--- src/rtl/xintf_hb_master_if.sv ---
// xintf_hb_master_if: request handshake and XINTF zone-6 write bus of the heartbeat master
interface xintf_hb_master_if;
  logic        req_valid, req_ready, XZCS6, XWE, DSP_D_oe;
  logic [15:0] req_addr, req_data, DSP_A, DSP_D;
  modport master(input req_valid, req_addr, req_data, output req_ready, XZCS6, XWE, DSP_A, DSP_D, DSP_D_oe);
  modport slave(output req_valid, req_addr, req_data, input req_ready, XZCS6, XWE, DSP_A, DSP_D, DSP_D_oe);
endinterface

--- src/rtl/xintf_hb_master.sv ---
// xintf_hb_master: XINTF zone-6 write master issuing periodic heartbeat writes and generic single-word writes
module xintf_hb_master #(
  parameter int          HB_PERIOD  = 3120,
  parameter int          LEAD       = 2,
  parameter int          ACTIVE     = 3,
  parameter int          TRAIL      = 1,
  parameter logic [15:0] ADDR_OK    = 16'h03A5,
  parameter logic [15:0] ADDR_FAULT = 16'h035A
) (
  input  logic clk_20M,
  input  logic reset,
  input  logic hb_en,
  input  logic fault_flag,
  output logic done,
  output logic hb_miss,
  xintf_hb_master_if.master bus
);
  typedef enum logic [1:0] {S_IDLE, S_LEAD, S_ACTIVE, S_TRAIL} state_t;
  state_t      state, state_n;
  logic [7:0]  phase, phase_n;
  logic [15:0] hb_cnt, hb_seq;
  logic        hb_pend, launch_hb, launch_req, wrap, last;
  assign bus.req_ready = state == S_IDLE && !hb_pend;
  always_comb begin
    last = phase == (state == S_LEAD ? 8'(LEAD - 1) : state == S_ACTIVE ? 8'(ACTIVE - 1) : 8'(TRAIL - 1));
    launch_hb = state == S_IDLE && hb_pend;
    launch_req = bus.req_ready && bus.req_valid;
    wrap = hb_en && hb_cnt == 16'(HB_PERIOD - 1);
    state_n = state == S_IDLE ? ((launch_hb || launch_req) ? S_LEAD : S_IDLE) :
              !last ? state : state == S_LEAD ? S_ACTIVE : state == S_ACTIVE ? S_TRAIL : S_IDLE;
    phase_n = (state == S_IDLE || last) ? 8'd0 : phase + 8'd1;
  end
  // bus pins are registered from the next state so they switch on the same edge as the FSM
  always_ff @(posedge clk_20M) begin
    if (reset) begin
      state <= S_IDLE;
      phase <= 8'd0;
      hb_cnt <= 16'd0;
      hb_seq <= 16'd0;
      hb_pend <= 1'b0;
      hb_miss <= 1'b0;
      done <= 1'b0;
      bus.XZCS6 <= 1'b1;
      bus.XWE <= 1'b1;
      bus.DSP_D_oe <= 1'b0;
      bus.DSP_A <= 16'd0;
      bus.DSP_D <= 16'd0;
    end else begin
      state <= state_n;
      phase <= phase_n;
      hb_cnt <= (!hb_en || wrap) ? 16'd0 : hb_cnt + 16'd1;
      hb_pend <= hb_en && (wrap || (hb_pend && !launch_hb));
      hb_miss <= wrap && hb_pend && !launch_hb;
      hb_seq <= hb_seq + 16'(launch_hb);
      done <= state == S_TRAIL && state_n == S_IDLE;
      bus.XZCS6 <= state_n == S_IDLE;
      bus.XWE <= state_n != S_ACTIVE;
      bus.DSP_D_oe <= state_n != S_IDLE;
      if (launch_hb) begin
        bus.DSP_A <= fault_flag ? ADDR_FAULT : ADDR_OK;
        bus.DSP_D <= hb_seq;
      end else if (launch_req) begin
        bus.DSP_A <= bus.req_addr;
        bus.DSP_D <= bus.req_data;
      end
    end
  end
endmodule

--- src/flat_wrapper.sv ---
// flat-port wrapper written by rule: the top's interface ports become plain ports
module xintf_hb_master_flat 
#(
  parameter int          HB_PERIOD  = 3120,
  parameter int          LEAD       = 2,
  parameter int          ACTIVE     = 3,
  parameter int          TRAIL      = 1,
  parameter logic [15:0] ADDR_OK    = 16'h03A5,
  parameter logic [15:0] ADDR_FAULT = 16'h035A
)
  (clk_20M, reset, hb_en, fault_flag, done, hb_miss, bus_req_valid, bus_req_addr, bus_req_data, bus_req_ready, bus_XZCS6, bus_XWE, bus_DSP_A, bus_DSP_D, bus_DSP_D_oe);
  xintf_hb_master_if bus_i ();
  input  logic clk_20M;
  input  logic reset;
  input  logic hb_en;
  input  logic fault_flag;
  output logic done;
  output logic hb_miss;
  input wire logic [$bits(bus_i.req_valid)-1:0] bus_req_valid;
  input wire logic [$bits(bus_i.req_addr)-1:0] bus_req_addr;
  input wire logic [$bits(bus_i.req_data)-1:0] bus_req_data;
  output wire logic [$bits(bus_i.req_ready)-1:0] bus_req_ready;
  output wire logic [$bits(bus_i.XZCS6)-1:0] bus_XZCS6;
  output wire logic [$bits(bus_i.XWE)-1:0] bus_XWE;
  output wire logic [$bits(bus_i.DSP_A)-1:0] bus_DSP_A;
  output wire logic [$bits(bus_i.DSP_D)-1:0] bus_DSP_D;
  output wire logic [$bits(bus_i.DSP_D_oe)-1:0] bus_DSP_D_oe;
  assign bus_i.req_valid = bus_req_valid;
  assign bus_i.req_addr = bus_req_addr;
  assign bus_i.req_data = bus_req_data;
  assign bus_req_ready = bus_i.req_ready;
  assign bus_XZCS6 = bus_i.XZCS6;
  assign bus_XWE = bus_i.XWE;
  assign bus_DSP_A = bus_i.DSP_A;
  assign bus_DSP_D = bus_i.DSP_D;
  assign bus_DSP_D_oe = bus_i.DSP_D_oe;
  xintf_hb_master #(.HB_PERIOD(HB_PERIOD), .LEAD(LEAD), .ACTIVE(ACTIVE), .TRAIL(TRAIL), .ADDR_OK(ADDR_OK), .ADDR_FAULT(ADDR_FAULT)) u_core (.clk_20M(clk_20M), .reset(reset), .hb_en(hb_en), .fault_flag(fault_flag), .done(done), .hb_miss(hb_miss), .bus(bus_i));
endmodule
--- config.mk ---
export PLATFORM = sky130hd
export DESIGN_NAME = xintf_hb_master_flat
export DESIGN_NICKNAME = d
export VERILOG_FILES = /design/src/rtl/xintf_hb_master_if.sv /design/src/rtl/xintf_hb_master.sv /design/src/flat_wrapper.sv
export SDC_FILE = /design/constraint.sdc
export NUM_CORES = 1
export LEC_CHECK = 0
export ABC_AREA = 1
export ABC_CLOCK_PERIOD_IN_PS = 3600
export CORE_ASPECT_RATIO = 0.6
export CORE_MARGIN = 2
export CORE_UTILIZATION = 50
export DETAILED_ROUTE_END_ITERATION = 6
export PLACE_DENSITY = 0.78
export REMOVE_ABC_BUFFERS = 1
export SLEW_MARGIN = 30
export SYNTH_ARGS = -nofsm -noshare
export SYNTH_HDL_FRONTEND = slang
export SYNTH_SLANG_ARGS = --single-unit
--- constraint.sdc ---
create_clock -name clk_20M -period 3.6 [get_ports clk_20M]
set_clock_uncertainty 0.1 [all_clocks]
set_input_delay 0.72 -clock clk_20M [delete_from_list [all_inputs] [get_ports clk_20M]]
set_output_delay 0.72 -clock clk_20M [all_outputs]
set_load 0.03 [all_outputs]
==> impl_metrics.env <==
export IMPL_final_hold_violation_count=0
export IMPL_clockRootBuffer="clkbuf_16"
export IMPL_diodes=0
export IMPL_dieArea_sq_um=7800
export IMPL_yosysSeqAreaShare_pct=45.2
export IMPL_start_util_pct=52.4
export IMPL_gp_congestion=0.895
export IMPL_worst_pin_slew_ps=492
export IMPL_cts_hold_buf=0
export IMPL_synth_cell_type_count=34
export IMPL_synthCells=467
export IMPL_critPathRequiredTime_ps=2780
export IMPL_wire_per_inst_microns=13.9
export IMPL_outcome="finished, final reports clean"
export IMPL_tritoncts="yes"
export IMPL_nNetsFinal=586
export IMPL_routed_via_density=5.22
export IMPL_grt_ovfl_total=0
export IMPL_max_clock_freq_mhz=351
export IMPL_cts_sinks=80
export IMPL_async_reset_ff_share_pct=0
export IMPL_power_leakage_nw=1.79
export IMPL_antenna_found_initial=0
export IMPL_post_cts_resized=0
export IMPL_cp_end_kind="primary output"
export IMPL_post_cts_buffers=0
export IMPL_io_pins=75
export IMPL_grt_pass1_wl_mm=14.7
export IMPL_synth_common_cells="nand2_1 (106), dfxtp_1 (80), nor2_1 (50)"
export IMPL_period_minus_slack_ps=2850
export IMPL_yosys_warnings=0
export IMPL_synth_simple_gate_area_share_pct=28.1
export IMPL_routed_wl_mm=8.80
export IMPL_worstSetupPathType="reg2out"
export IMPL_drv_max_cap_violation_count=0
export IMPL_syn_avg_cell_area_sq_um=7.59
export IMPL_coreArea_sq_um=6760
export IMPL_io_buffer_count=74
export IMPL_maxSlewHeadroom_pct=67.0
export IMPL_worst_skew_pair_late_latency_ps=330
export IMPL_h_tree_depth=3
export IMPL_synth_compound_area_share_pct=14.5
export IMPL_ys_flop_type="dfxtp_1"
export IMPL_power_density_nw_per_um2=620
export IMPL_tns_ps=0
export IMPL_maxSlewViolCount=0
export IMPL_start_kind="flip-flop"
export IMPL_ys_seq_elements=80
export IMPL_dpl_hpwl_mm=6.41
export IMPL_hold_path_class="reg2reg"
export IMPL_grt_pass1_vias=3095
export IMPL_clkSlewWorstSetupHoldPaths_ps=60
export IMPL_die_y_microns=69.2
export IMPL_drive_gt1_share_pct=7.14
export IMPL_ant_nets=0
export IMPL_synth_most_common_cell="nand2_1"
export IMPL_timing_final_crit_share_pct=79.2
export IMPL_via_count=3306
export IMPL_placementRows=23
export IMPL_worst_ep_arrival_time_ps=2030
export IMPL_numCtsBuffers=9
export IMPL_gr_usage_all_layers_pct=23.3
export IMPL_synth_edf_count=0
export IMPL_syn_cell_area_sq_um=3550
export IMPL_synthXorXnorAreaFrac_pct=1.48
export IMPL_firstDrtPassIters=5
export IMPL_grt_setup_unrepaired="false"
export IMPL_grt_max_degree=48
export IMPL_path_max_fanout=8
export IMPL_yosysTopAreaCellShare_pct=45.2
export IMPL_drc=0
export IMPL_die_w_microns=113
export IMPL_finalSetupViolations=0
export IMPL_synthAdderAreaFrac_pct=2.82
export IMPL_cts_buffer_depth=2
export IMPL_ir_drop_mv=0.560
export IMPL_synthTopCellsByArea="dfxtp_1 (45%), nand2_1 (11%), nor2_1 (5.3%), inv_1 (4.6%), a21oi_1 (4.5%)"
export IMPL_syn2layout_area_growth_pct=30.7
export IMPL_synth_top_family_by_area="simple AND/OR/NAND/NOR gates"
export IMPL_fin_hold_ws_ps=349
export IMPL_drtIter0Drc=262
export IMPL_synth_largest_area_cell="dfxtp_1"
export IMPL_synthMuxAreaShare_pct=0
## area by class of cell
cell class	instances	area, sq um
Clock inverter	2	35.0
Multi-Input combinational cell	326	1660
Clock buffer	14	284
Tap cell	87	109
Inverter	47	176
Timing Repair Buffer	77	763
Fill cell	572	2130
Sequential cell	80	1600
## power by group
part	internal (W)	switching [W]	total, W
Combinational	0.000330	0.000531	0.000861
Clock	0.000612	0.000340	0.000952
Sequential	0.000995	0.0000640	0.00106
## flip-flops by register name, summed over array words and instances (netlist names)
signal	flops
u_core.bus.DSP_D_oe	1
u_core.bus.XWE	1
u_core.phase	8
u_core.hb_miss	1
u_core.bus.DSP_D	16
u_core.hb_cnt	16
u_core.hb_pend	1
u_core.hb_seq	16
u_core.bus.DSP_A	16
u_core.bus.XZCS6	1
u_core.done	1
u_core.state	2
## kinds of logic after synthesis
logic type / Yosys count
adders and majority gates: 8
AOI/OAI and AO/OA: 88
buffers and inverters: 61
DFF: 80
xor gates and xnor gates: 6
and+or+nand+nor: 224
## final timing paths
path	startpoint	end	slack, ps	cells past startpoint
setup / recovery	u_core.state[0]	bus_req_ready	750	5
setup reg to reg	u_core.state[0]	u_core.hb_seq[14]	1050	13
hold / removal	u_core.hb_cnt[0]	u_core.hb_cnt[0]	350	1
hold reg to reg	u_core.hb_cnt[0]	u_core.hb_cnt[0]	350	1
## placed cells by master, fill, tap and decap left out, drive strengths merged
| master | count |
|---|---|
| dfxtp | 80 |
| nor2 | 52 |
| clkbuf | 14 |
| inv | 47 |
| xnor2 | 3 |
| or2 | 3 |
| and3 | 1 |
| nand2 | 110 |
| o22ai | 1 |
| buf | 3 |
| a21oi | 32 |
| ha | 8 |
| nand3 | 33 |
| clkinv | 1 |
| nor3b | 3 |
| xor2 | 3 |
| o21ai | 33 |
| a31oi | 21 |
| nand3b | 1 |
| bufinv | 1 |
| clkdlybuf4s50 | 74 |
| o21a | 1 |
| nor3 | 11 |
| nand4 | 10 |
## per-layer routing
layer / vias up / GRT usage (%) / part of all wire (%)
met5: - / 0 / 0
met4: 0 / 7.05 / 0.98
met3: 10 / 7.08 / 6.1
met2: 109 / 34.5 / 45
met1: 1495 / 32.8 / 48
li1: 1692 / - / -
## metrics by stage
step	std cells	total power, W	instance area (sq um)	worst slack (ps)	util [%]
6_report	633	0.00287	4630	747	68.5
5_1_grt	633	0.00301	4630	613	68.5
4_1_cts	633	0.00288	4630	755	68.5
3_5_place_dp	617	0.00193	4310	1110	63.8
3_3_place_gp	617	0.00192	4310	1140	63.8
2_1_floorplan	453	0.00160	3440	1170	-
## worst max-delay path, cell delays in order, from the launching register on
cell and delay (ps):
dfxtp_1 340, inv_1 110, ha_1 230, inv_2 100, nor2_4 210, clkdlybuf4s50_1 710
(Power assumes the default switching activity.)
